--- config.mk ---
export PLATFORM = sky130hd
export DESIGN_NAME = seg_7_hex_capture
export DESIGN_NICKNAME = d
export VERILOG_FILES = /design/src/rtl/seg7_pkg.sv /design/src/rtl/seg_7_dec.sv /design/src/rtl/seg_7_hex_capture.sv
export SDC_FILE = /design/constraint.sdc
export NUM_CORES = 1
export LEC_CHECK = 0
export ABC_AREA = 1
export CELL_PAD_IN_SITES_DETAIL_PLACEMENT = 2
export CELL_PAD_IN_SITES_GLOBAL_PLACEMENT = 2
export CORE_ASPECT_RATIO = 0.9
export CORE_MARGIN = 5
export CORE_UTILIZATION = 35
export CTS_BUF_LIST = sky130_fd_sc_hd__clkbuf_4 sky130_fd_sc_hd__clkbuf_8
export DETAILED_ROUTE_END_ITERATION = 10
export GPL_ROUTABILITY_DRIVEN = 0
export PLACE_DENSITY_LB_ADDON = 0.1
export SLEW_MARGIN = 20
export SYNTH_ARGS = -nofsm -noshare
export SYNTH_HDL_FRONTEND = slang
export SYNTH_SLANG_ARGS = --single-unit
--- constraint.sdc ---
create_clock -name clk -period 2.3 [get_ports clk]
set_input_delay 0.23 -clock clk [delete_from_list [all_inputs] [get_ports clk]]
set_output_delay 0.23 -clock clk [all_outputs]
set_load 0.02 [all_outputs]
--- src/rtl/seg7_pkg.sv ---
// Shared types and the 7-segment glyph table for the hex display sniffer.
package seg7_pkg;

    typedef logic [6:0] seg_t;              // {g,f,e,d,c,b,a}, active-high

    localparam int NUM_DIGITS = 4;
    localparam int DIG_IDX_W  = 2;

    localparam seg_t SEG_BLANK = 7'h00;

    // Glyph for each nibble value 0..F (lower-case b and d on the display).
    localparam seg_t SEG_HEX [0:15] = '{
        7'h3F, 7'h06, 7'h5B, 7'h4F,
        7'h66, 7'h6D, 7'h7D, 7'h07,
        7'h7F, 7'h6F, 7'h77, 7'h7C,
        7'h39, 7'h5E, 7'h79, 7'h71
    };

endpackage

--- src/rtl/seg_7_dec.sv ---
// Reverse 7-segment decoder: maps a lit-segment pattern back to its hex nibble.
module seg_7_dec
    import seg7_pkg::*;
(
    input  seg_t       seg_i,
    output logic       hit_o,
    output logic       blank_o,
    output logic [3:0] nibble_o
);

    // Table search; at most one entry can match since all glyphs are distinct.
    always_comb begin
        hit_o    = 1'b0;
        nibble_o = 4'h0;
        for (int i = 0; i < 16; i++) begin
            if (seg_i == SEG_HEX[i]) begin
                hit_o    = 1'b1;
                nibble_o = 4'(i);
            end
        end
        blank_o = (seg_i == SEG_BLANK);
    end

endmodule

--- src/rtl/seg_7_hex_capture.sv ---
// Sniffs a multiplexed 4-digit 7-segment bus, debounces each digit, decodes it
// and publishes a 16-bit frame through a valid/ready handshake once all four
// digits have been captured. STABLE_CYC must be at least 2.
module seg_7_hex_capture
    import seg7_pkg::*;
#(
    parameter int STABLE_CYC     = 4,
    parameter bit SEG_ACTIVE_LOW = 1'b0
) (
    input  logic        clk,
    input  logic        rst_n,
    input  logic [6:0]  seg_in,
    input  logic [3:0]  com_in,
    output logic [15:0] out_data,
    output logic [3:0]  out_blank,
    output logic        out_valid,
    input  logic        out_ready,
    output logic        err_pattern,
    output logic        overrun,
    input  logic        clr_err
);

    localparam int CNT_W = $clog2(STABLE_CYC + 1);
    localparam logic [CNT_W-1:0] CNT_MAX = CNT_W'(STABLE_CYC);
    localparam logic [CNT_W-1:0] CNT_PRE = CNT_W'(STABLE_CYC - 1);

    logic [10:0] bus_raw;
    logic [10:0] sync1_q, sync2_q, prev_q;
    logic [CNT_W-1:0] cnt_q, cnt_d;
    logic        same, accept;

    logic [3:0]  com_s;
    seg_t        seg_s;
    logic        dec_hit, dec_blank;
    logic [3:0]  dec_nibble;
    logic        onehot;
    logic [DIG_IDX_W-1:0] dig_idx;

    logic [15:0] slot_q, slot_d;
    logic [3:0]  blank_q, blank_d;
    logic [3:0]  seen_q, seen_d;
    logic [15:0] out_data_q, out_data_d;
    logic [3:0]  out_blank_q, out_blank_d;
    logic        out_valid_q, out_valid_d;
    logic        err_q, err_d, ovr_q, ovr_d;
    logic        frame_done, load, err_set, ovr_set;

    // Common-anode boards drive both buses inverted; normalise before syncing.
    assign bus_raw = SEG_ACTIVE_LOW ? ~{com_in, seg_in} : {com_in, seg_in};

    assign com_s = sync2_q[10:7];
    assign seg_s = sync2_q[6:0];

    // Accept exactly once, in the cycle the run of identical samples saturates the counter.
    assign same   = (sync2_q == prev_q);
    assign accept = same && (cnt_q == CNT_PRE);

    // Stability counter: clear on any change, otherwise count up to saturation.
    always_comb begin
        cnt_d = cnt_q;
        if (!same)
            cnt_d = '0;
        else if (cnt_q != CNT_MAX)
            cnt_d = cnt_q + 1'b1;
    end

    seg_7_dec u_dec (
        .seg_i    (seg_s),
        .hit_o    (dec_hit),
        .blank_o  (dec_blank),
        .nibble_o (dec_nibble)
    );

    // Digit select must be strictly one-hot; anything else is bus turnover noise.
    always_comb begin
        onehot  = 1'b1;
        dig_idx = '0;
        case (com_s)
            4'b0001: dig_idx = 2'd0;
            4'b0010: dig_idx = 2'd1;
            4'b0100: dig_idx = 2'd2;
            4'b1000: dig_idx = 2'd3;
            default: onehot  = 1'b0;
        endcase
    end

    // Slot capture, frame completion, handshake and sticky flag next-state.
    always_comb begin
        slot_d      = slot_q;
        blank_d     = blank_q;
        seen_d      = seen_q;
        out_data_d  = out_data_q;
        out_blank_d = out_blank_q;
        out_valid_d = out_valid_q;
        err_set     = 1'b0;

        frame_done = (seen_q == 4'hF);
        load       = frame_done && (!out_valid_q || out_ready);
        ovr_set    = frame_done && !load;

        // A completed frame always restarts collection, whether published or dropped.
        if (frame_done)
            seen_d = 4'h0;

        if (accept && onehot) begin
            if (dec_hit || dec_blank) begin
                slot_d[{dig_idx, 2'b00} +: 4] = dec_hit ? dec_nibble : 4'h0;
                blank_d[dig_idx]              = dec_blank;
                seen_d[dig_idx]               = 1'b1;
            end else begin
                err_set = 1'b1;
            end
        end

        if (load) begin
            out_data_d  = slot_q;
            out_blank_d = blank_q;
            out_valid_d = 1'b1;
        end else if (out_valid_q && out_ready) begin
            out_valid_d = 1'b0;
        end

        err_d = err_set ? 1'b1 : (clr_err ? 1'b0 : err_q);
        ovr_d = ovr_set ? 1'b1 : (clr_err ? 1'b0 : ovr_q);
    end

    // State registers; reset drops any partial or pending frame at once.
    always_ff @(posedge clk or negedge rst_n) begin
        if (!rst_n) begin
            sync1_q     <= '0;
            sync2_q     <= '0;
            prev_q      <= '0;
            cnt_q       <= '0;
            slot_q      <= '0;
            blank_q     <= '0;
            seen_q      <= '0;
            out_data_q  <= '0;
            out_blank_q <= '0;
            out_valid_q <= 1'b0;
            err_q       <= 1'b0;
            ovr_q       <= 1'b0;
        end else begin
            sync1_q     <= bus_raw;
            sync2_q     <= sync1_q;
            prev_q      <= sync2_q;
            cnt_q       <= cnt_d;
            slot_q      <= slot_d;
            blank_q     <= blank_d;
            seen_q      <= seen_d;
            out_data_q  <= out_data_d;
            out_blank_q <= out_blank_d;
            out_valid_q <= out_valid_d;
            err_q       <= err_d;
            ovr_q       <= ovr_d;
        end
    end

    assign out_data    = out_data_q;
    assign out_blank   = out_blank_q;
    assign out_valid   = out_valid_q;
    assign err_pattern = err_q;
    assign overrun     = ovr_q;

endmodule

==> metrics.yaml <==
status: "finished, final reports clean"
worstPathRequired_ps: 2580
ant_nets: 0
ys_types: 23
grt.total_usage_pct: 15.1
crit_fanout: 6
antenna_cells: 0
period_share_pct: 96.0
cp_top_family: "simple AND/OR/NAND/NOR gates"
setup-tns-final_ps: 0
grt_pass1_wl_um: 14200
cpMostUsedCell: "inv_1"
postCtsSetupRepairBufs: 0
syn_to_final_growth_pct: 22.3
yosysMostFrequentCell: "dfrtp_1"
fin_area_mm2: 0.00422
row_count: 34
ys_seq_area_share_pct: 60.2
peakVddDrop_mv: 0.312
routed-via-count: 2463
grt_pass1_vias: 2807
pwr-share-comb_pct: 5.6
core_area_mm2: 0.00966
portBuffers: 37
path_buf_inv: 4
grt_overflow: 0
leakage_nw: 2.03
drt-pass1-iter-count: 4
dp_hpwl_um: 6030
die-area_mm2: 0.0119
clk_path_buf_depth: 2
critical_path.max_stage_delay_ps: 440
synth_area_mm2: 0.00345
cts.root.buffer_cell: "clkbuf_8"
synthFlopType: "dfrtp_1"
drt_wl_total_um: 8180
start_kind: "flop"
syn_nets: 363
totalPowerFinal_w: 0.00277
path_clk_slew_ps: 80
clock_sinks: 83
initial_core_util_pct: 35.7
wl_per_cell_um: 15.8
powerDensity_mw_per_mm2: 658
setup_viol: 0
hold-worst-slack_ps: 309
synth-seq-cells: 83
place_area_mm2: 0.00399
cp-end-kind: "flop"
synth.largest_area_cell: "dfrtp_1"
cts_tree: "built"
rsz0062_at_grt: "true"
die_x_um: 115
hp-class: "input pin to flop"
grt_max_degree: 44
yosysTopAreaCellShare_pct: 60.2
utilization_pct: 43.7
fin_crit_ps: 2210
fmax_mhz: 453
synthTopCellsByCount: "dfrtp_1, nand2_1, inv_1"
vias_per_cell: 4.75
max_slew_margin_pct: 63.9
seqCellArea_mm2: 0.00208
htreeDepth: 3
syn_avg_cell_area_um2: 10.2
route.detailed.drc: 0
switching_power_w: 0.000642
clock_power_share_pct: 39.9
syn_inst: 338
p_int_w: 0.00213
n_fill_cell: 1023
synth_area_leaders: "dfrtp_1, nand2_1, mux2_2"
multiInputGateArea_mm2: 0.00121
final_nets: 412
cts_buffers: 9
hold_viol: 0
antenna_found_initial: 0
tightestPinTransition_ps: 542
cpMaxStageDelayCell: "dfrtp_1"
drive_gt1_share_pct: 12.8
die_y_um: 104
insertion_delay_ps: 360
fin_skew_ps: 12.8
p_sw_share_pct: 23.2
p_seq_share_pct: 54.5
synth_edf_count: 0
async_reset_ff_share_pct: 100
drt_iter0_markers: 50
ios: 38
maxCapViolations: 0
slew_violations: 0
critical_path_class: "flop to flop"
yosysWarnings: 0
path_cells: "inv_1 > nand2_1 > nor3b_1 > a31oi_1 > buf_4 > ha_1 > inv_1 > nand2_1 > inv_1 > nand4_1 > o21ai_0"
critPathArrivalTime_ps: 2480
[repair_timing]
| action | CTS | global route |
|---|---|---|
| endpoints found under the setup margin | 0 | 5 |
| hold endpoints to repair | 42 | 0 |
| gates resized for setup | 0 | 5 |
| hold buffers | 1 | 0 |
[power groups by stage]
stage               clock [W]  combinational (W)  sequential, W
detailed placement          0           0.000157        0.00154
floorplan                   0          0.0000779        0.00153
finish                0.00111           0.000155        0.00151
global placement            0           0.000153        0.00154
CTS                   0.00114           0.000161        0.00151
global route          0.00122           0.000179        0.00152
[path summary, 6_finish.rpt]
check / slack (ps) / from / depth (start not counted) / endpoint
setup / recovery: 90 / sync2_q[8]$_DFF_PN0_ / 11 / slot_q[3]$_DFFE_PN0P_
hold / removal: 310 / seg_in[1] / 1 / sync1_q[1]$_DFF_PN0_
setup reg to reg: 90 / sync2_q[8]$_DFF_PN0_ / 11 / slot_q[3]$_DFFE_PN0P_
hold reg to reg: 350 / sync1_q[2]$_DFF_PN0_ / 0 / sync2_q[2]$_DFF_PN0_
max in group asynchronous: 1300 / rst_n / 3 / out_data[14]$_DFFE_PN0P_
min in group asynchronous: 400 / rst_n / 2 / prev_q[10]$_DFF_PN0_
[cells in the final DEF, fill, tap and decap left out, types with 10 or more instances in the layout]
cell	count
clkbuf_8	12
clkdlybuf4s50_1	36
dfrtp_1	83
ha_1	10
inv_1	36
mux2_2	20
nand2_1	78
nand3_1	21
nor2_1	28
o21ai_0	17
[sequential cells by signal, summed over array words and instances (netlist names)]
register	count
slot_q	16
err_pattern	1
sync1_q	11
out_blank	4
out_data	16
prev_q	11
cnt_q	3
sync2_q	11
out_valid	1
overrun	1
seen_q	4
blank_q	4
[logic make-up (layout without fill, tap and decap cells)]
kind of cell | count (synthesis) | after routing | synth area share (%)
compound gates | 28 | 28 | 4.21
fa+ha+maj | 10 | 10 | 3.63
simple gates | 146 | 146 | 18.3
mux | 20 | 20 | 6.53
flops | 83 | 83 | 60.2
buf+inv | 42 | 96 | 4.79
xor+xnor | 9 | 9 | 2.29
[metal layers]
metal	up-vias	part of all wire [%]	track usage, %	wire, um
met5	-	0	0	0
met3	11	3.3	3.66	270
met1	1233	48	20.2	3900
li1	1185	-	-	-
met2	34	48	23.6	3900
met4	0	1.4	5.17	112
[final cells by class]
type,instances,share of cell area [%]
clock buffer,12,3.92
clock inverter,4,1.13
inverter,38,3.38
multi-input combinational,213,28.6
sequential,83,49.3
tap,126,3.74
timing repair buffer,42,9.97
[metrics by stage]
stage | setup WS, ps | instances
after floorplan | 569 | 338
after global placement | 287 | 501
after detailed placement | 142 | 501
after CTS | 107 | 518
after global routing | -29.5 | 518
final | 92.3 | 518
(Power assumes the default switching activity.)
